--- config.mk ---
export PLATFORM = sky130hd
export DESIGN_NAME = regfile_wb_sched_flat
export DESIGN_NICKNAME = d
export VERILOG_FILES = /design/src/rtl/y86_pkg.sv /design/src/rtl/regfile_wb_sched_if.sv /design/src/rtl/regfile_wb_sched_wb_port_mux.sv /design/src/rtl/regfile_wb_sched.sv /design/src/flat_wrapper.sv
export SDC_FILE = /design/constraint.sdc
export NUM_CORES = 1
export LEC_CHECK = 0
export BUFFER_PORTS_ARGS = -buffer_cell sky130_fd_sc_hd__buf_4
export CORE_ASPECT_RATIO = 0.5
export CORE_MARGIN = 2
export CORE_UTILIZATION = 25
export DETAILED_ROUTE_END_ITERATION = 10
export SYNTH_ARGS = -nofsm -noshare
export SYNTH_HDL_FRONTEND = slang
export SYNTH_SLANG_ARGS = --single-unit
--- constraint.sdc ---
create_clock -name clk -period 2.5 [get_ports clk]
set_input_delay 0.5 -clock clk [delete_from_list [all_inputs] [get_ports clk]]
set_output_delay 0.5 -clock clk [all_outputs]
set_load 0.01 [all_outputs]
--- src/rtl/y86_pkg.sv ---
// rtl/y86_pkg.sv - shared Y86-64 write-back constants and scheduler state encoding
package y86_pkg;

    localparam int DW = 64;
    localparam int AW = 4;

    localparam logic [AW-1:0] RNONE = 4'hF;
    localparam logic [AW-1:0] RSP   = 4'd4;

    typedef enum logic [2:0] {
        IDLE,
        WR_E,
        WR_M,
        WR_D,
        NOP
    } state_e;

endpackage

--- src/rtl/regfile_wb_sched_if.sv ---
// rtl/regfile_wb_sched_if.sv - write-back request, debug request and register-file port bundle
interface regfile_wb_sched_if;

    logic                    wb_valid;
    logic                    wb_ready;
    logic [y86_pkg::AW-1:0]  wb_dstE;
    logic [y86_pkg::DW-1:0]  wb_valE;
    logic [y86_pkg::AW-1:0]  wb_dstM;
    logic [y86_pkg::DW-1:0]  wb_valM;
    logic                    dbg_valid;
    logic                    dbg_ready;
    logic [y86_pkg::AW-1:0]  dbg_addr;
    logic [y86_pkg::DW-1:0]  dbg_data;
    logic                    rf_we;
    logic [y86_pkg::AW-1:0]  rf_waddr;
    logic [y86_pkg::DW-1:0]  rf_wdata;
    logic                    wb_done;
    logic                    busy;
    logic                    addr_err;

    modport master (
        output wb_valid, wb_dstE, wb_valE, wb_dstM, wb_valM,
        output dbg_valid, dbg_addr, dbg_data,
        input  wb_ready, dbg_ready, rf_we, rf_waddr, rf_wdata, wb_done, busy, addr_err
    );

    modport slave (
        input  wb_valid, wb_dstE, wb_valE, wb_dstM, wb_valM,
        input  dbg_valid, dbg_addr, dbg_data,
        output wb_ready, dbg_ready, rf_we, rf_waddr, rf_wdata, wb_done, busy, addr_err
    );

endinterface

--- src/rtl/regfile_wb_sched_wb_port_mux.sv ---
// rtl/regfile_wb_sched_wb_port_mux.sv - registered E/M/D source select with address range check
module wb_port_mux
    import y86_pkg::*;
#(
    parameter int NREG = 15
) (
    input  logic          clk,
    input  logic          reset,
    input  state_e        sel,
    input  logic [AW-1:0] e_addr,
    input  logic [DW-1:0] e_data,
    input  logic [AW-1:0] m_addr,
    input  logic [DW-1:0] m_data,
    input  logic [AW-1:0] d_addr,
    input  logic [DW-1:0] d_data,
    output logic          rf_we,
    output logic [AW-1:0] rf_waddr,
    output logic [DW-1:0] rf_wdata,
    output logic          addr_err
);

    localparam logic [AW-1:0] NREG_A = AW'(NREG);

    logic          rf_we_q, rf_we_d;
    logic [AW-1:0] rf_waddr_q, rf_waddr_d;
    logic [DW-1:0] rf_wdata_q, rf_wdata_d;
    logic          addr_err_q, addr_err_d;
    logic          active;

    // sel is the state being entered, so the port registers line up with it
    always_comb begin
        active     = 1'b0;
        rf_waddr_d = '0;
        rf_wdata_d = '0;
        unique case (sel)
            WR_E: begin
                active     = 1'b1;
                rf_waddr_d = e_addr;
                rf_wdata_d = e_data;
            end
            WR_M: begin
                active     = 1'b1;
                rf_waddr_d = m_addr;
                rf_wdata_d = m_data;
            end
            WR_D: begin
                active     = 1'b1;
                rf_waddr_d = d_addr;
                rf_wdata_d = d_data;
            end
            default: ;
        endcase
        // RNONE is a silent no-write; any other out-of-range address is an error
        rf_we_d    = active && (rf_waddr_d < NREG_A);
        addr_err_d = addr_err_q ||
                     (active && (rf_waddr_d != RNONE) && (rf_waddr_d >= NREG_A));
    end

    always_ff @(posedge clk) begin
        if (reset) begin
            rf_we_q    <= 1'b0;
            rf_waddr_q <= '0;
            rf_wdata_q <= '0;
            addr_err_q <= 1'b0;
        end else begin
            rf_we_q    <= rf_we_d;
            rf_waddr_q <= rf_waddr_d;
            rf_wdata_q <= rf_wdata_d;
            addr_err_q <= addr_err_d;
        end
    end

    assign rf_we    = rf_we_q;
    assign rf_waddr = rf_waddr_q;
    assign rf_wdata = rf_wdata_q;
    assign addr_err = addr_err_q;

endmodule

--- src/rtl/regfile_wb_sched.sv ---
// rtl/regfile_wb_sched.sv - serialises dual-result write-backs onto one register-file write port
// Optional debug/preload port enabled by defining REGFILE_WB_DBG_PORT_EN.
module regfile_wb_sched
    import y86_pkg::*;
#(
    parameter int NREG = 15
) (
    input  logic              clk,
    input  logic              reset,
    regfile_wb_sched_if.slave bus
);

`ifdef REGFILE_WB_DBG_PORT_EN
    localparam bit DBG_EN = 1'b1;
`else
    localparam bit DBG_EN = 1'b0;
`endif

    state_e        state_q, state_d;
    logic [AW-1:0] dst_e_q, dst_e_d;
    logic [DW-1:0] val_e_q, val_e_d;
    logic [AW-1:0] dst_m_q, dst_m_d;
    logic [DW-1:0] val_m_q, val_m_d;
    logic [AW-1:0] dbg_addr_q, dbg_addr_d;
    logic [DW-1:0] dbg_data_q, dbg_data_d;
    logic          wb_done_q, wb_done_d;
    logic          busy_q, busy_d;
    logic          dbg_accept;

    assign dbg_accept = DBG_EN && (state_q == IDLE) && !bus.wb_valid && bus.dbg_valid;

    always_comb begin
        state_d    = state_q;
        dst_e_d    = dst_e_q;
        val_e_d    = val_e_q;
        dst_m_d    = dst_m_q;
        val_m_d    = val_m_q;
        dbg_addr_d = dbg_addr_q;
        dbg_data_d = dbg_data_q;
        unique case (state_q)
            IDLE: begin
                if (bus.wb_valid) begin
                    dst_e_d = bus.wb_dstE;
                    val_e_d = bus.wb_valE;
                    dst_m_d = bus.wb_dstM;
                    val_m_d = bus.wb_valM;
                    if (bus.wb_dstE != RNONE)      state_d = WR_E;
                    else if (bus.wb_dstM != RNONE) state_d = WR_M;
                    else                           state_d = NOP;
                end else if (dbg_accept) begin
                    dbg_addr_d = bus.dbg_addr;
                    dbg_data_d = bus.dbg_data;
                    state_d    = WR_D;
                end
            end
            WR_E:    state_d = (dst_m_q != RNONE) ? WR_M : IDLE;
            default: state_d = IDLE;
        endcase
        // Outputs are registered against the state being entered
        wb_done_d = (state_d == WR_M) || (state_d == NOP) ||
                    ((state_d == WR_E) && (dst_m_d == RNONE));
        busy_d    = (state_d != IDLE);
    end

    always_ff @(posedge clk) begin
        if (reset) begin
            state_q    <= IDLE;
            dst_e_q    <= '0;
            val_e_q    <= '0;
            dst_m_q    <= '0;
            val_m_q    <= '0;
            dbg_addr_q <= '0;
            dbg_data_q <= '0;
            wb_done_q  <= 1'b0;
            busy_q     <= 1'b0;
        end else begin
            state_q    <= state_d;
            dst_e_q    <= dst_e_d;
            val_e_q    <= val_e_d;
            dst_m_q    <= dst_m_d;
            val_m_q    <= val_m_d;
            dbg_addr_q <= dbg_addr_d;
            dbg_data_q <= dbg_data_d;
            wb_done_q  <= wb_done_d;
            busy_q     <= busy_d;
        end
    end

    wb_port_mux #(.NREG(NREG)) u_wb_port_mux (
        .clk      (clk),
        .reset    (reset),
        .sel      (state_d),
        .e_addr   (dst_e_d),
        .e_data   (val_e_d),
        .m_addr   (dst_m_d),
        .m_data   (val_m_d),
        .d_addr   (dbg_addr_d),
        .d_data   (dbg_data_d),
        .rf_we    (bus.rf_we),
        .rf_waddr (bus.rf_waddr),
        .rf_wdata (bus.rf_wdata),
        .addr_err (bus.addr_err)
    );

    assign bus.wb_ready  = (state_q == IDLE);
    assign bus.dbg_ready = dbg_accept;
    assign bus.wb_done   = wb_done_q;
    assign bus.busy      = busy_q;

endmodule
--- src/flat_wrapper.sv ---
// flat-port wrapper written by rule: the top's interface ports become plain ports
module regfile_wb_sched_flat import y86_pkg::*;
#(
    parameter int NREG = 15
)
  (clk, reset, bus_wb_valid, bus_wb_dstE, bus_wb_valE, bus_wb_dstM, bus_wb_valM, bus_dbg_valid, bus_dbg_addr, bus_dbg_data, bus_wb_ready, bus_dbg_ready, bus_rf_we, bus_rf_waddr, bus_rf_wdata, bus_wb_done, bus_busy, bus_addr_err);
  regfile_wb_sched_if bus_i ();
  input  logic clk;
  input  logic reset;
  input wire logic [$bits(bus_i.wb_valid)-1:0] bus_wb_valid;
  input wire logic [$bits(bus_i.wb_dstE)-1:0] bus_wb_dstE;
  input wire logic [$bits(bus_i.wb_valE)-1:0] bus_wb_valE;
  input wire logic [$bits(bus_i.wb_dstM)-1:0] bus_wb_dstM;
  input wire logic [$bits(bus_i.wb_valM)-1:0] bus_wb_valM;
  input wire logic [$bits(bus_i.dbg_valid)-1:0] bus_dbg_valid;
  input wire logic [$bits(bus_i.dbg_addr)-1:0] bus_dbg_addr;
  input wire logic [$bits(bus_i.dbg_data)-1:0] bus_dbg_data;
  output wire logic [$bits(bus_i.wb_ready)-1:0] bus_wb_ready;
  output wire logic [$bits(bus_i.dbg_ready)-1:0] bus_dbg_ready;
  output wire logic [$bits(bus_i.rf_we)-1:0] bus_rf_we;
  output wire logic [$bits(bus_i.rf_waddr)-1:0] bus_rf_waddr;
  output wire logic [$bits(bus_i.rf_wdata)-1:0] bus_rf_wdata;
  output wire logic [$bits(bus_i.wb_done)-1:0] bus_wb_done;
  output wire logic [$bits(bus_i.busy)-1:0] bus_busy;
  output wire logic [$bits(bus_i.addr_err)-1:0] bus_addr_err;
  assign bus_i.wb_valid = bus_wb_valid;
  assign bus_i.wb_dstE = bus_wb_dstE;
  assign bus_i.wb_valE = bus_wb_valE;
  assign bus_i.wb_dstM = bus_wb_dstM;
  assign bus_i.wb_valM = bus_wb_valM;
  assign bus_i.dbg_valid = bus_dbg_valid;
  assign bus_i.dbg_addr = bus_dbg_addr;
  assign bus_i.dbg_data = bus_dbg_data;
  assign bus_wb_ready = bus_i.wb_ready;
  assign bus_dbg_ready = bus_i.dbg_ready;
  assign bus_rf_we = bus_i.rf_we;
  assign bus_rf_waddr = bus_i.rf_waddr;
  assign bus_rf_wdata = bus_i.rf_wdata;
  assign bus_wb_done = bus_i.wb_done;
  assign bus_busy = bus_i.busy;
  assign bus_addr_err = bus_i.addr_err;
  regfile_wb_sched #(.NREG(NREG)) u_core (.clk(clk), .reset(reset), .bus(bus_i));
endmodule
==> qor.tcl, run 1 <==
set qor(rr_startpoint) {u_core.state_q[0]$_SDFF_PP0_}
set qor(detail-route-antenna-nets) 0
set qor(worst-endpoint-required_ns) 2.88
set qor(vias) 5398
set qor(synth-seq-cells) 207
set qor(floorplan.die_area_mm2) 0.02933
set qor(rsz0062_at_grt) {no}
set qor(setup_total_negative_slack_ns) 0
set qor(port_buffers) 211
set qor(hold_path.class) {in -> reg}
set qor(ir_drop_v) 0.0002999
set qor(cts-root-buf) {clkbuf_16}
set qor(post_synth_net_total) 891
set qor(finalSetupViolations) 0
set qor(finalCritPeriodShare_pct) 78.12
set qor(synth_area_per_cell_um2) 10.21
set qor(tritoncts) {yes}
set qor(post-synth-top-count-cell) {dfxtp_1}
set qor(synthDistinctLibCells) 27
set qor(number_of_enable_type_register_cells_in_the_synthesized_netlist) 0
set qor(yosysTopAreaCellShare_pct) 59.42
set qor(rows) 43
set qor(post_synthesis_sequential_area_ratio_pct) 59.42
set qor(drc_marker_count_from_the_first_detailed_route_iteration) 191
set qor(worst_setup_path_startpoint) {u_core.state_q[0]$_SDFF_PP0_}
set qor(routed_wirelength_mm) 19.34
set qor(avgRoutedWirePerCell_um) 15.29
set qor(cp-start-kind) {flip-flop}
set qor(cts_setup_buffers) 0
set qor(ctsHtreeMaxLevel) 1
set qor(worstSetupEndpointType) {flip-flop}
set qor(cts.reportedPaths.clkPinSlew_ns) 0.06
set qor(r2r_end) {u_core.u_wb_port_mux.rf_wdata[51]$_SDFF_PP0_}
set qor(cts.path.max_buffers) 3
set qor(worst_skew_pair.late_latency_ns) 0.49
set qor(global_route.overflow_total) 0
set qor(crit_path_max_fo) 99
set qor(starting_utilization_of_the_core_area_pct) 25.32
set qor(post_route_cells_drive_above_1_share_pct) 28.88
set qor(core_mm2) 0.02755
set qor(pwr_density_cell_mw_per_mm2) 806.5
set qor(antennaDiodeCount) 0
set qor(fin_ws_ns) 0.5470
set qor(place_hpwl_mm) 13.21
set qor(ff2ff_setup_slack_ns) 0.55
set qor(first_global_vias) 5319
set qor(grt_max_degree) 100
set qor(pin_count) 282
set qor(max_freq_ghz) 0.5120
set qor(status) {finished clean}
set qor(postSynth.topFlopCell) {dfxtp_1}
set qor(die_height_um) 122.1
set qor(reg2regPathDepth) 4
set qor(groute.usage.overall_pct) 12.48
set qor(preCtsSetupSlack_ns) 0.3783
set qor(firstDrtPassIters) 4
set qor(tritoncts.num_buffers) 21
set qor(synthesis_to_finish_area_growth_pct) 36.71
set qor(nets) 1081
set qor(leakage_nw) 4.016
set qor(synth_area_leader_cell) {dfxtp_1}
set qor(chipWidth_um) 240.2
set qor(mappedNetlistArea_mm2) 0.006974
set qor(post_drt_via_cell_ratio) 4.267
set qor(transition_at_the_pin_with_the_smallest_max_transition_slack_ns) 0.5987
set qor(timing.slew.headroom_pct) 60.09
set qor(final.fill_count) 2828
set qor(drt_drc_violations_left) 0
set qor(grt_pass1_wl_mm) 28.81
set qor(cts-hold-fix-buffers) 0
set qor(antenna_found_initial) 0
set qor(clock_sink_count) 207
set qor(hold_viol) 0
set qor(final.min_clock_period_ns) 1.953
set qor(timing.critical_path.to) {u_core.u_wb_port_mux.rf_wdata[51]$_SDFF_PP0_}
set qor(final.setup_skew_ns) 0.01579
set qor(post_synth_inst_count) 683
set qor(critical_path_arrival_ns) 2.33
set qor(slew_viol_final) 0
set qor(drv.max_cap_violation_count) 0
set qor(post_cts_resized) 0
set qor(setup.worst_path.class) {reg -> reg}
set qor(postSynth.asyncResetShare_pct) 0
set qor(synth.top_cells.by_area) {dfxtp_1 (59%), mux2i_1 (9.8%), o2bb2ai_1 (8.5%)}
set qor(ys.warnings.count) 0
set qor(yosys-top-cells-count) {dfxtp_1 (207), nand2_1 (131), mux2i_1 (68), nor2_1 (68), o2bb2ai_1 (68)}
set qor(place.gp.congestion) 0.7714
[worst max-delay path, cell delays in order, from the launching register on]
cell	delay (ns)
dfxtp_1	0.37
nor4b_2	0.44
buf_12	0.51
mux2i_1	0.35
o2bb2ai_1	0.10
[state kept, by name (all words and copies together), names as in the netlist]
signal                         cells
u_core.bus.wb_done                 1
u_core.u_wb_port_mux.rf_we         1
u_core.u_wb_port_mux.rf_wdata     64
u_core.u_wb_port_mux.addr_err      1
u_core.val_m_q                    64
u_core.bus.busy                    1
u_core.u_wb_port_mux.rf_waddr      4
u_core.val_e_q                    64
u_core.dst_m_q                     4
u_core.state_q                     3
[power by group]
part,leakage [nW],switching [mW],total [mW],internal (mW)
logic,1.98,0.463,0.874,0.410
clock network,0.343,1.25,3.25,2.00
registers,1.70,0.0569,3.56,3.51
[cells by family after synthesis]
kind of cell           synth area share, %
and+or+nand+nor                      12.06
buffers and inverters                4.826
muxes                                9.760
DFF                                  59.42
AOI/OAI and AO/OA                    13.89
other                              0.05377
[per-layer routing]
layer,part of all wire (%),global-route usage (%),routed length [um],vias up
li1,-,-,-,2685
met2,52,22.76,10060,87
met4,3.0,4.037,585,0
met1,43,15.13,8223,2590
met5,0,0,0,-
met3,2.5,1.903,474,36
[layout make-up]
type | count | area, um2 | share of cell area [%]
Tap cell | 382 | 478.0 | 5.013
Sequential cell | 207 | 4144 | 43.46
Clock inverter | 6 | 133.9 | 1.404
Multi-Input combinational cell | 420 | 2502 | 26.25
Timing Repair Buffer | 222 | 1704 | 17.87
Clock buffer | 27 | 568.0 | 5.958
Inverter | 1 | 3.754 | 0.03937
[how the worst min path moves through the flow]
stage | slack, ns | start | cells past startpoint | to
after floorplan | 0.44 | u_core.val_e_q[10]$_SDFF_PP0_ | 2 | u_core.val_e_q[10]$_SDFF_PP0_
after global routing | 0.20 | bus_wb_dstE[3] | 2 | u_core.u_wb_port_mux.rf_waddr[3]$_SDFF_PP0_
final | 0.21 | bus_wb_dstE[3] | 2 | u_core.u_wb_port_mux.rf_waddr[3]$_SDFF_PP0_
after detailed placement | 0.45 | u_core.val_e_q[52]$_SDFF_PP0_ | 2 | u_core.val_e_q[52]$_SDFF_PP0_
after global placement | 0.45 | u_core.val_e_q[10]$_SDFF_PP0_ | 2 | u_core.val_e_q[10]$_SDFF_PP0_
after CTS | 0.20 | bus_wb_dstE[3] | 2 | u_core.u_wb_port_mux.rf_waddr[3]$_SDFF_PP0_
[per-stage QoR]
stage / power [mW] / instances / utilization, % / instance area [um2] / hold WS (ns)
after detailed placement: 4.525 / 1232 / 32.06 / 8832 / 0.4546
after floorplan: 4.134 / 683 / - / 6974 / 0.4407
after global routing: 8.013 / 1265 / 34.61 / 9534 / 0.2009
final: 7.690 / 1265 / 34.61 / 9534 / 0.2108
after global placement: 4.500 / 1232 / 32.06 / 8832 / 0.4480
after CTS: 7.795 / 1265 / 34.61 / 9534 / 0.1994
[placed cells by master, fill, tap and decap left out, types with 2 or more instances in the layout]
master,netlist,final
a21oi_1,66,66
buf_12,0,3
buf_4,7,219
bufinv_16,0,4
clkbuf_1,17,4
clkbuf_16,0,21
clkbuf_8,0,2
dfxtp_1,207,207
mux2i_1,68,68
nand2_1,131,130
nand2b_1,2,2
nand4_1,2,2
nor2_1,68,68
nor2b_1,2,2
nor3_1,3,3
o2bb2ai_1,68,68
Power figures use the tool's default switching activity.
==> run 2: changes to the inputs <==
==> constraint.sdc (replaced) <==
create_clock -name clk -period 1.7 [get_ports clk]
set_input_delay 0.34 -clock clk [delete_from_list [all_inputs] [get_ports clk]]
set_output_delay 0.34 -clock clk [all_outputs]
set_load 0.01 [all_outputs]
==> run 2 against run 1 <==
The flow now finishes with violations (negative setup slack). Die area stayed put. Utilization is 6.1 points higher. Fmax increased by 14%. Critical endpoint is now u_core.u_wb_port_mux.rf_wdata[47]$_SDFF_PP0_.
==> qor.tcl, run 2 (same netlist as run 1, synthesis figures left out) <==
set qor(hold_ws_ns) 0.06162 ;# -0.1491 ns
set qor(rsz0062_at_grt) {yes}
set qor(placed_cells_incl_taps) 1248 ;# +1.3%
set qor(cts.reportedPaths.clkPinSlew_ns) 0.06 ;# about the same
set qor(clock_sink_count) 207 ;# unchanged
set qor(place_area_mm2) 0.009065 ;# +2.6%
set qor(drc_marker_count_from_the_first_detailed_route_iteration) 215 ;# +13%
set qor(drt_drc_violations_left) 0 ;# unchanged
set qor(nets) 1123 ;# +3.9%
set qor(layout_common_cells) {buf_4 (224), dfxtp_1 (205), nand2_1 (128)}
set qor(post_drt_via_cell_ratio) 4.421 ;# +3.6%
set qor(setup.worst_path.class) {reg -> reg}
set qor(groute.usage.overall_pct) 13.20 ;# +0.72 points
set qor(finalSetupViolations) 6 ;# +6
set qor(crit_path_top_delay_cell) {dfxtp_2}
set qor(setup_total_negative_slack_ns) -0.02907 ;# -0.02907 ns
set qor(tritoncts.num_buffers) 21 ;# unchanged
set qor(finalCritPeriodShare_pct) 100.8 ;# +23 points
set qor(final.min_clock_period_ns) 1.714 ;# -0.2392 ns
set qor(grt_max_degree) 42 ;# -58%
set qor(first_global_vias) 5547 ;# +4.3%
set qor(status) {finished, violations left}
set qor(max_freq_ghz) 0.5835 ;# +14%
set qor(cts-hold-fix-buffers) 0 ;# unchanged
set qor(chipWidth_um) 240.2 ;# unchanged
set qor(critical_path_arrival_ns) 2.09 ;# -0.24 ns
set qor(final.setup_skew_ns) 0.009861 ;# -0.005927 ns
set qor(final_common_cell) {buf_4}
set qor(hold_depth) 2 ;# unchanged
set qor(leakage_nw) 4.470 ;# +11%
set qor(die_height_um) 122.1 ;# unchanged
set qor(drv.max_cap_violation_count) 0 ;# unchanged
set qor(hold_path.class) {in -> reg}
set qor(crit_path_max_fo) 7 ;# -93%
set qor(violations) {negative setup slack}
set qor(core_mm2) 0.02755 ;# unchanged
set qor(slew_viol_final) 0 ;# unchanged
set qor(reg2regPathDepth) 7 ;# +3
set qor(routed_wirelength_mm) 22.83 ;# +18%
set qor(floorplan.die_area_mm2) 0.02933 ;# unchanged
set qor(cts.path.max_buffers) 3 ;# unchanged
set qor(antenna_found_initial) 0 ;# unchanged
set qor(worst_skew_pair.late_latency_ns) 0.49 ;# about the same
set qor(final.fill_count) 2643 ;# -6.5%
set qor(cts-root-buf) {clkbuf_16}
set qor(global_route.overflow_total) 0 ;# unchanged
set qor(preCtsSetupSlack_ns) -0.1742 ;# -0.5525 ns
set qor(pin_count) 282 ;# unchanged
set qor(pwr_density_cell_mw_per_mm2) 1084 ;# +34%
set qor(worstSetupEndpointType) {flip-flop}
set qor(place_hpwl_mm) 13.82 ;# +4.6%
set qor(grt_pass1_wl_mm) 30.26 ;# +5.1%
set qor(synthesis_to_finish_area_growth_pct) 60.78
set qor(instances_no_fill) 1311 ;# +3.6%
set qor(final_area_mm2) 0.01121 ;# +18%
set qor(ctsHtreeMaxLevel) 1 ;# unchanged
set qor(starting_utilization_of_the_core_area_pct) 25.32 ;# unchanged
set qor(vias) 5796 ;# +7.4%
set qor(fin_ws_ns) -0.01380 ;# -0.5608 ns
set qor(place.gp.congestion) 0.8302 ;# +7.6%
set qor(antennaDiodeCount) 0 ;# unchanged
set qor(tritoncts) {yes}
set qor(post-route-util_pct) 40.71 ;# +6.1 points
set qor(firstDrtPassIters) 4 ;# unchanged
set qor(detail-route-antenna-nets) 0 ;# unchanged
set qor(post_layout_total_power_mw) 12.15 ;# +58%
set qor(worst-endpoint-required_ns) 2.08 ;# -0.80 ns
set qor(ir_drop_v) 0.0004421 ;# +47%
set qor(avgRoutedWirePerCell_um) 17.42 ;# +14%
set qor(rows) 43 ;# unchanged
set qor(port_buffers) 211 ;# unchanged
set qor(hold_viol) 0 ;# unchanged
set qor(post_route_cells_drive_above_1_share_pct) 44.99 ;# +16 points
set qor(timing.critical_path.cells) {buf_6, nor4b_4, buf_6, buf_12, clkbuf_16, mux2i_4, o2bb2ai_2}
set qor(cp-start-kind) {flip-flop}
set qor(critical-path-max-stage-delay_ns) 0.32 ;# -0.19 ns
set qor(critical_path.most_common_cell) {buf_6}
run 2: per-layer routing:
metal	routed length (um)	share of wire, %	GRT usage (%)
met1	9691	42	16.17
met2	11960	52	23.65
met3	527	2.3	1.926
met4	660	2.9	4.891
met5	0	0	0
run 2: critical path: cells and delay by family, from the launching register on:
| kind | cells | cell delay [ns] |
|---|---|---|
| and+or+nand+nor | 1 | 0.27 |
| AOI/OAI and AO/OA | 1 | 0.07 |
| muxes | 1 | 0.26 |
| DFF | 1 | 0.32 |
| buffers and inverters | 4 | 0.67 |
run 2: worst paths after layout:
path | slack (ns) | start | to
hold / removal | 0.06 | bus_wb_dstE[3] | u_core.u_wb_port_mux.rf_waddr[3]$_SDFF_PP0_
hold reg to reg | 0.46 | u_core.val_e_q[20]$_SDFF_PP0_ | u_core.val_e_q[20]$_SDFF_PP0_
setup reg to reg | -0.01 | u_core.state_q[2]$_SDFF_PP0_ | u_core.u_wb_port_mux.rf_wdata[47]$_SDFF_PP0_
setup / recovery | -0.01 | u_core.state_q[2]$_SDFF_PP0_ | u_core.u_wb_port_mux.rf_wdata[47]$_SDFF_PP0_
run 2: timing repair:
item                                    CTS  global route
cloned                                    2            19
endpoints found under the setup margin   92           119
pin swaps                                 1            23
setup buffers                             3             2
resized for setup                        14           164
run 2: layout make-up:
cell class | instances | area, um2 | share of cell area, %
multi-input combinational | 420 | 3321 | 29.61
timing repair buffer | 264 | 2540 | 22.65
clock buffer | 26 | 584.3 | 5.211
tap | 382 | 478.0 | 4.262
sequential | 207 | 4146 | 36.98
inverter | 1 | 3.754 | 0.03347
clock inverter | 11 | 140.1 | 1.250
run 2: report_power, final:
part / total (mW) / internal (mW) / switching [mW]
Sequential: 5.28 / 5.16 / 0.121
Clock: 4.83 / 2.90 / 1.93
Combinational: 2.04 / 1.09 / 0.950
==> run 3: changes to the inputs <==
--- a/config.mk
+++ b/config.mk
@@ -10,6 +10,7 @@
 export CORE_MARGIN = 2
 export CORE_UTILIZATION = 25
 export DETAILED_ROUTE_END_ITERATION = 10
+export SETUP_SLACK_MARGIN = 0.1
 export SYNTH_ARGS = -nofsm -noshare
 export SYNTH_HDL_FRONTEND = slang
 export SYNTH_SLANG_ARGS = --single-unit
==> run 3 against run 2 <==
The flow still finishes with violations (negative setup slack). Utilization grew 2.6 points. Die area is the same. Via count grew 1.7%. Clock power grew 2%. Critical path depth is the same. Sequential power is essentially flat. Combinational power grew 12%. Critical path type unchanged. Highest routed layer unchanged.
==> qor.tcl, run 3 (same netlist as run 1, synthesis figures left out) <==
set qor(avgRoutedWirePerCell_um) 17.24 ;# -1.0%
set qor(drv.max_cap_violation_count) 0 ;# unchanged
set qor(starting_utilization_of_the_core_area_pct) 25.32 ;# unchanged
set qor(setup_total_negative_slack_ns) -0.2702 ;# -0.2412 ns
set qor(ir_drop_v) 0.0005955 ;# +35%
set qor(nets) 1131 ;# +0.71%
set qor(rsz0062_at_grt) {yes}
set qor(final.min_clock_period_ns) 1.725 ;# +0.01101 ns
set qor(net-switching-power_mw) 3.163 ;# +5.5%
set qor(r2r_end) {u_core.u_wb_port_mux.rf_wdata[15]$_SDFF_PP0_}
set qor(timing.critical_path.cells) {buf_6, nor4b_4, buf_6, buf_12, buf_16, mux2i_2, o2bb2ai_1}
set qor(cts.path.max_buffers) 3 ;# unchanged
set qor(crit_path_top_delay_cell) {dfxtp_2}
set qor(leakage_nw) 4.681 ;# +4.7%
set qor(post-route-util_pct) 43.32 ;# +2.6 points
set qor(firstDrtPassIters) 4 ;# unchanged
set qor(place.gp.congestion) 0.7691 ;# -7.4%
set qor(setup.worst_path.class) {reg -> reg}
set qor(p_int_mw) 9.366 ;# +2.4%
set qor(slew_viol_final) 0 ;# unchanged
set qor(routed_wirelength_mm) 22.78 ;# -0.25%
set qor(place_area_mm2) 0.009006 ;# -0.65%
set qor(timing.critical_path.to) {u_core.u_wb_port_mux.rf_wdata[15]$_SDFF_PP0_}
set qor(clock_sink_count) 207 ;# unchanged
set qor(reg2regPathDepth) 7 ;# unchanged
set qor(fin_ws_ns) -0.02481 ;# -0.01101 ns
set qor(die_height_um) 122.1 ;# unchanged
set qor(layout_common_cells) {buf_4 (223), dfxtp_1 (205), nand2_1 (97)}
set qor(post_layout_total_power_mw) 12.53 ;# +3.1%
set qor(ff2ff_setup_slack_ns) -0.02 ;# about the same
set qor(critical_path_arrival_ns) 2.12 ;# +0.03 ns
set qor(cts-root-buf) {clkbuf_16}
set qor(finalSetupViolations) 29 ;# +23
set qor(floorplan.die_area_mm2) 0.02933 ;# unchanged
set qor(cts-hold-fix-buffers) 0 ;# unchanged
set qor(drc_marker_count_from_the_first_detailed_route_iteration) 204 ;# -5.1%
set qor(groute.usage.overall_pct) 14.06 ;# +0.86 points
set qor(power_frac_seq_pct) 42.2 ;# -1.2 points
set qor(worst_skew_pair.late_latency_ns) 0.51 ;# +0.02 ns
set qor(ctsHtreeMaxLevel) 1 ;# unchanged
set qor(tritoncts) {yes}
set qor(status) {finished, violations left}
set qor(grt_pass1_wl_mm) 32.18 ;# +6.3%
set qor(grt_max_degree) 73 ;# +74%
set qor(violations) {negative setup slack}
set qor(power_frac_comb_pct) 18.3 ;# +1.5 points
set qor(crit_path_max_fo) 9 ;# +2
set qor(rows) 43 ;# unchanged
set qor(final.setup_skew_ns) 0.02292 ;# +0.01306 ns
set qor(power.share.switching_pct) 25.25 ;# +0.56 points
set qor(transition_at_the_pin_with_the_smallest_max_transition_slack_ns) 0.5174
set qor(worstSetupEndpointType) {flip-flop}
set qor(tritoncts.num_buffers) 22 ;# +4.8%
set qor(synthesis_to_finish_area_growth_pct) 71.10
set qor(cp-start-kind) {flip-flop}
set qor(detail-route-antenna-nets) 0 ;# unchanged
set qor(hold_viol) 0 ;# unchanged
set qor(worst-endpoint-required_ns) 2.10 ;# +0.02 ns
set qor(pin_count) 282 ;# unchanged
set qor(global_route.overflow_total) 0 ;# unchanged
set qor(timing.slew.headroom_pct) 65.50
set qor(final_common_cell) {buf_4}
set qor(port_buffers) 211 ;# unchanged
set qor(antennaDiodeCount) 0 ;# unchanged
set qor(antenna_found_initial) 0 ;# unchanged
set qor(rr_startpoint) {u_core.state_q[2]$_SDFF_PP0_}
set qor(max_freq_ghz) 0.5798 ;# -0.64%
set qor(core_mm2) 0.02755 ;# unchanged
set qor(worst_setup_path_startpoint) {u_core.state_q[2]$_SDFF_PP0_}
set qor(p_clk_share_pct) 39.5 ;# -0.3 points
set qor(final_area_mm2) 0.01193 ;# +6.4%
set qor(drt_drc_violations_left) 0 ;# unchanged
set qor(post_drt_via_cell_ratio) 4.464 ;# +0.97%
set qor(critical_path.most_common_cell) {buf_6}
set qor(post_route_cells_drive_above_1_share_pct) 52.61 ;# +7.6 points
set qor(vias) 5897 ;# +1.7%
set qor(first_global_vias) 5884 ;# +6.1%
set qor(critical-path-max-stage-delay_ns) 0.33 ;# about the same
set qor(cts.reportedPaths.clkPinSlew_ns) 0.06 ;# about the same
set qor(finalCritPeriodShare_pct) 101.5 ;# +0.65 points
set qor(place_hpwl_mm) 13.68 ;# -0.97%
set qor(pwr_density_cell_mw_per_mm2) 1050 ;# -3.1%
set qor(chipWidth_um) 240.2 ;# unchanged
set qor(hold_path.class) {in -> reg}
run 3: cell count changes in the layout (fill, tap and decap cells not counted), moves of 9 or more:
cell       delta
a21oi_4      +13
a21oi_1      -18
mux2i_1       -9
o2bb2ai_2    +14
mux2i_4      +18
o2bb2ai_1    -15
nand2_4      +20
nand2_2      +11
nand2_1      -31
mux2i_2       -9
run 3: routing by layer:
metal  track usage (%)  part of all wire (%)  vias to the layer above
met1             17.44                    42                     2874
met2             25.02                    51                      122
met4             5.745                   3.8                        0
met3             1.586                   2.9                       53
li1                  -                     -                     2848
met5                 0                     0                        -
run 3: final cells by class:
cell class | instances | area (um2)
tap | 382 | 478.0
inverter | 1 | 3.754
fill | 2573 | 15610
multi-input combinational | 420 | 3953
timing repair buffer | 271 | 2601
sequential | 207 | 4146
clock buffer | 31 | 614.3
clock inverter | 9 | 136.4
run 3: power groups by stage:
stage	logic (mW)	registers, mW	clock network [mW]
after floorplan	0.707	5.38	0
after global placement	1.34	5.34	0
after detailed placement	1.37	5.35	0
after CTS	1.81	5.26	5.08
after global routing	2.42	5.31	5.28
final	2.29	5.29	4.95
run 3: what timing repair did:
action                     4_1_cts  5_1_grt
buffers inserted                15        6
cloned                          10        6
pin swaps                       26       80
setup endpoints to repair      201      188
resized for setup              119      194
run 3: how the worst min path moves through the flow:
stage / slack, ns / end / startpoint / cells after the start
3_3_place_gp: 0.45 / u_core.val_e_q[57]$_SDFF_PP0_ / u_core.val_e_q[57]$_SDFF_PP0_ / 2
5_1_grt: 0.03 / u_core.u_wb_port_mux.rf_waddr[2]$_SDFF_PP0_ / bus_wb_dstE[2] / 2
4_1_cts: 0.02 / u_core.u_wb_port_mux.rf_waddr[2]$_SDFF_PP0_ / bus_wb_dstE[2] / 2
2_1_floorplan: 0.44 / u_core.val_e_q[0]$_SDFF_PP0_ / u_core.val_e_q[0]$_SDFF_PP0_ / 2
6_report: 0.04 / u_core.u_wb_port_mux.rf_waddr[2]$_SDFF_PP0_ / bus_wb_dstE[2] / 2
3_5_place_dp: 0.45 / u_core.val_e_q[49]$_SDFF_PP0_ / u_core.val_e_q[49]$_SDFF_PP0_ / 2
run 3: stage by stage:
stage,setup slack (ns),hold WS [ns],cells
after floorplan,0.09567,0.4362,683
after global placement,-0.1797,0.4456,1245
after detailed placement,-0.1947,0.4540,1245
after CTS,-0.01805,0.02165,1310
after global routing,-0.09847,0.02512,1321
final,-0.02481,0.04380,1321
run 3: worst max-delay path, delay by kind of cell (launching register included):
family | cells | cell delay, ns
simple gates | 1 | 0.30
mux | 1 | 0.26
buf+inv | 4 | 0.63
compound gates | 1 | 0.09
flops | 1 | 0.33
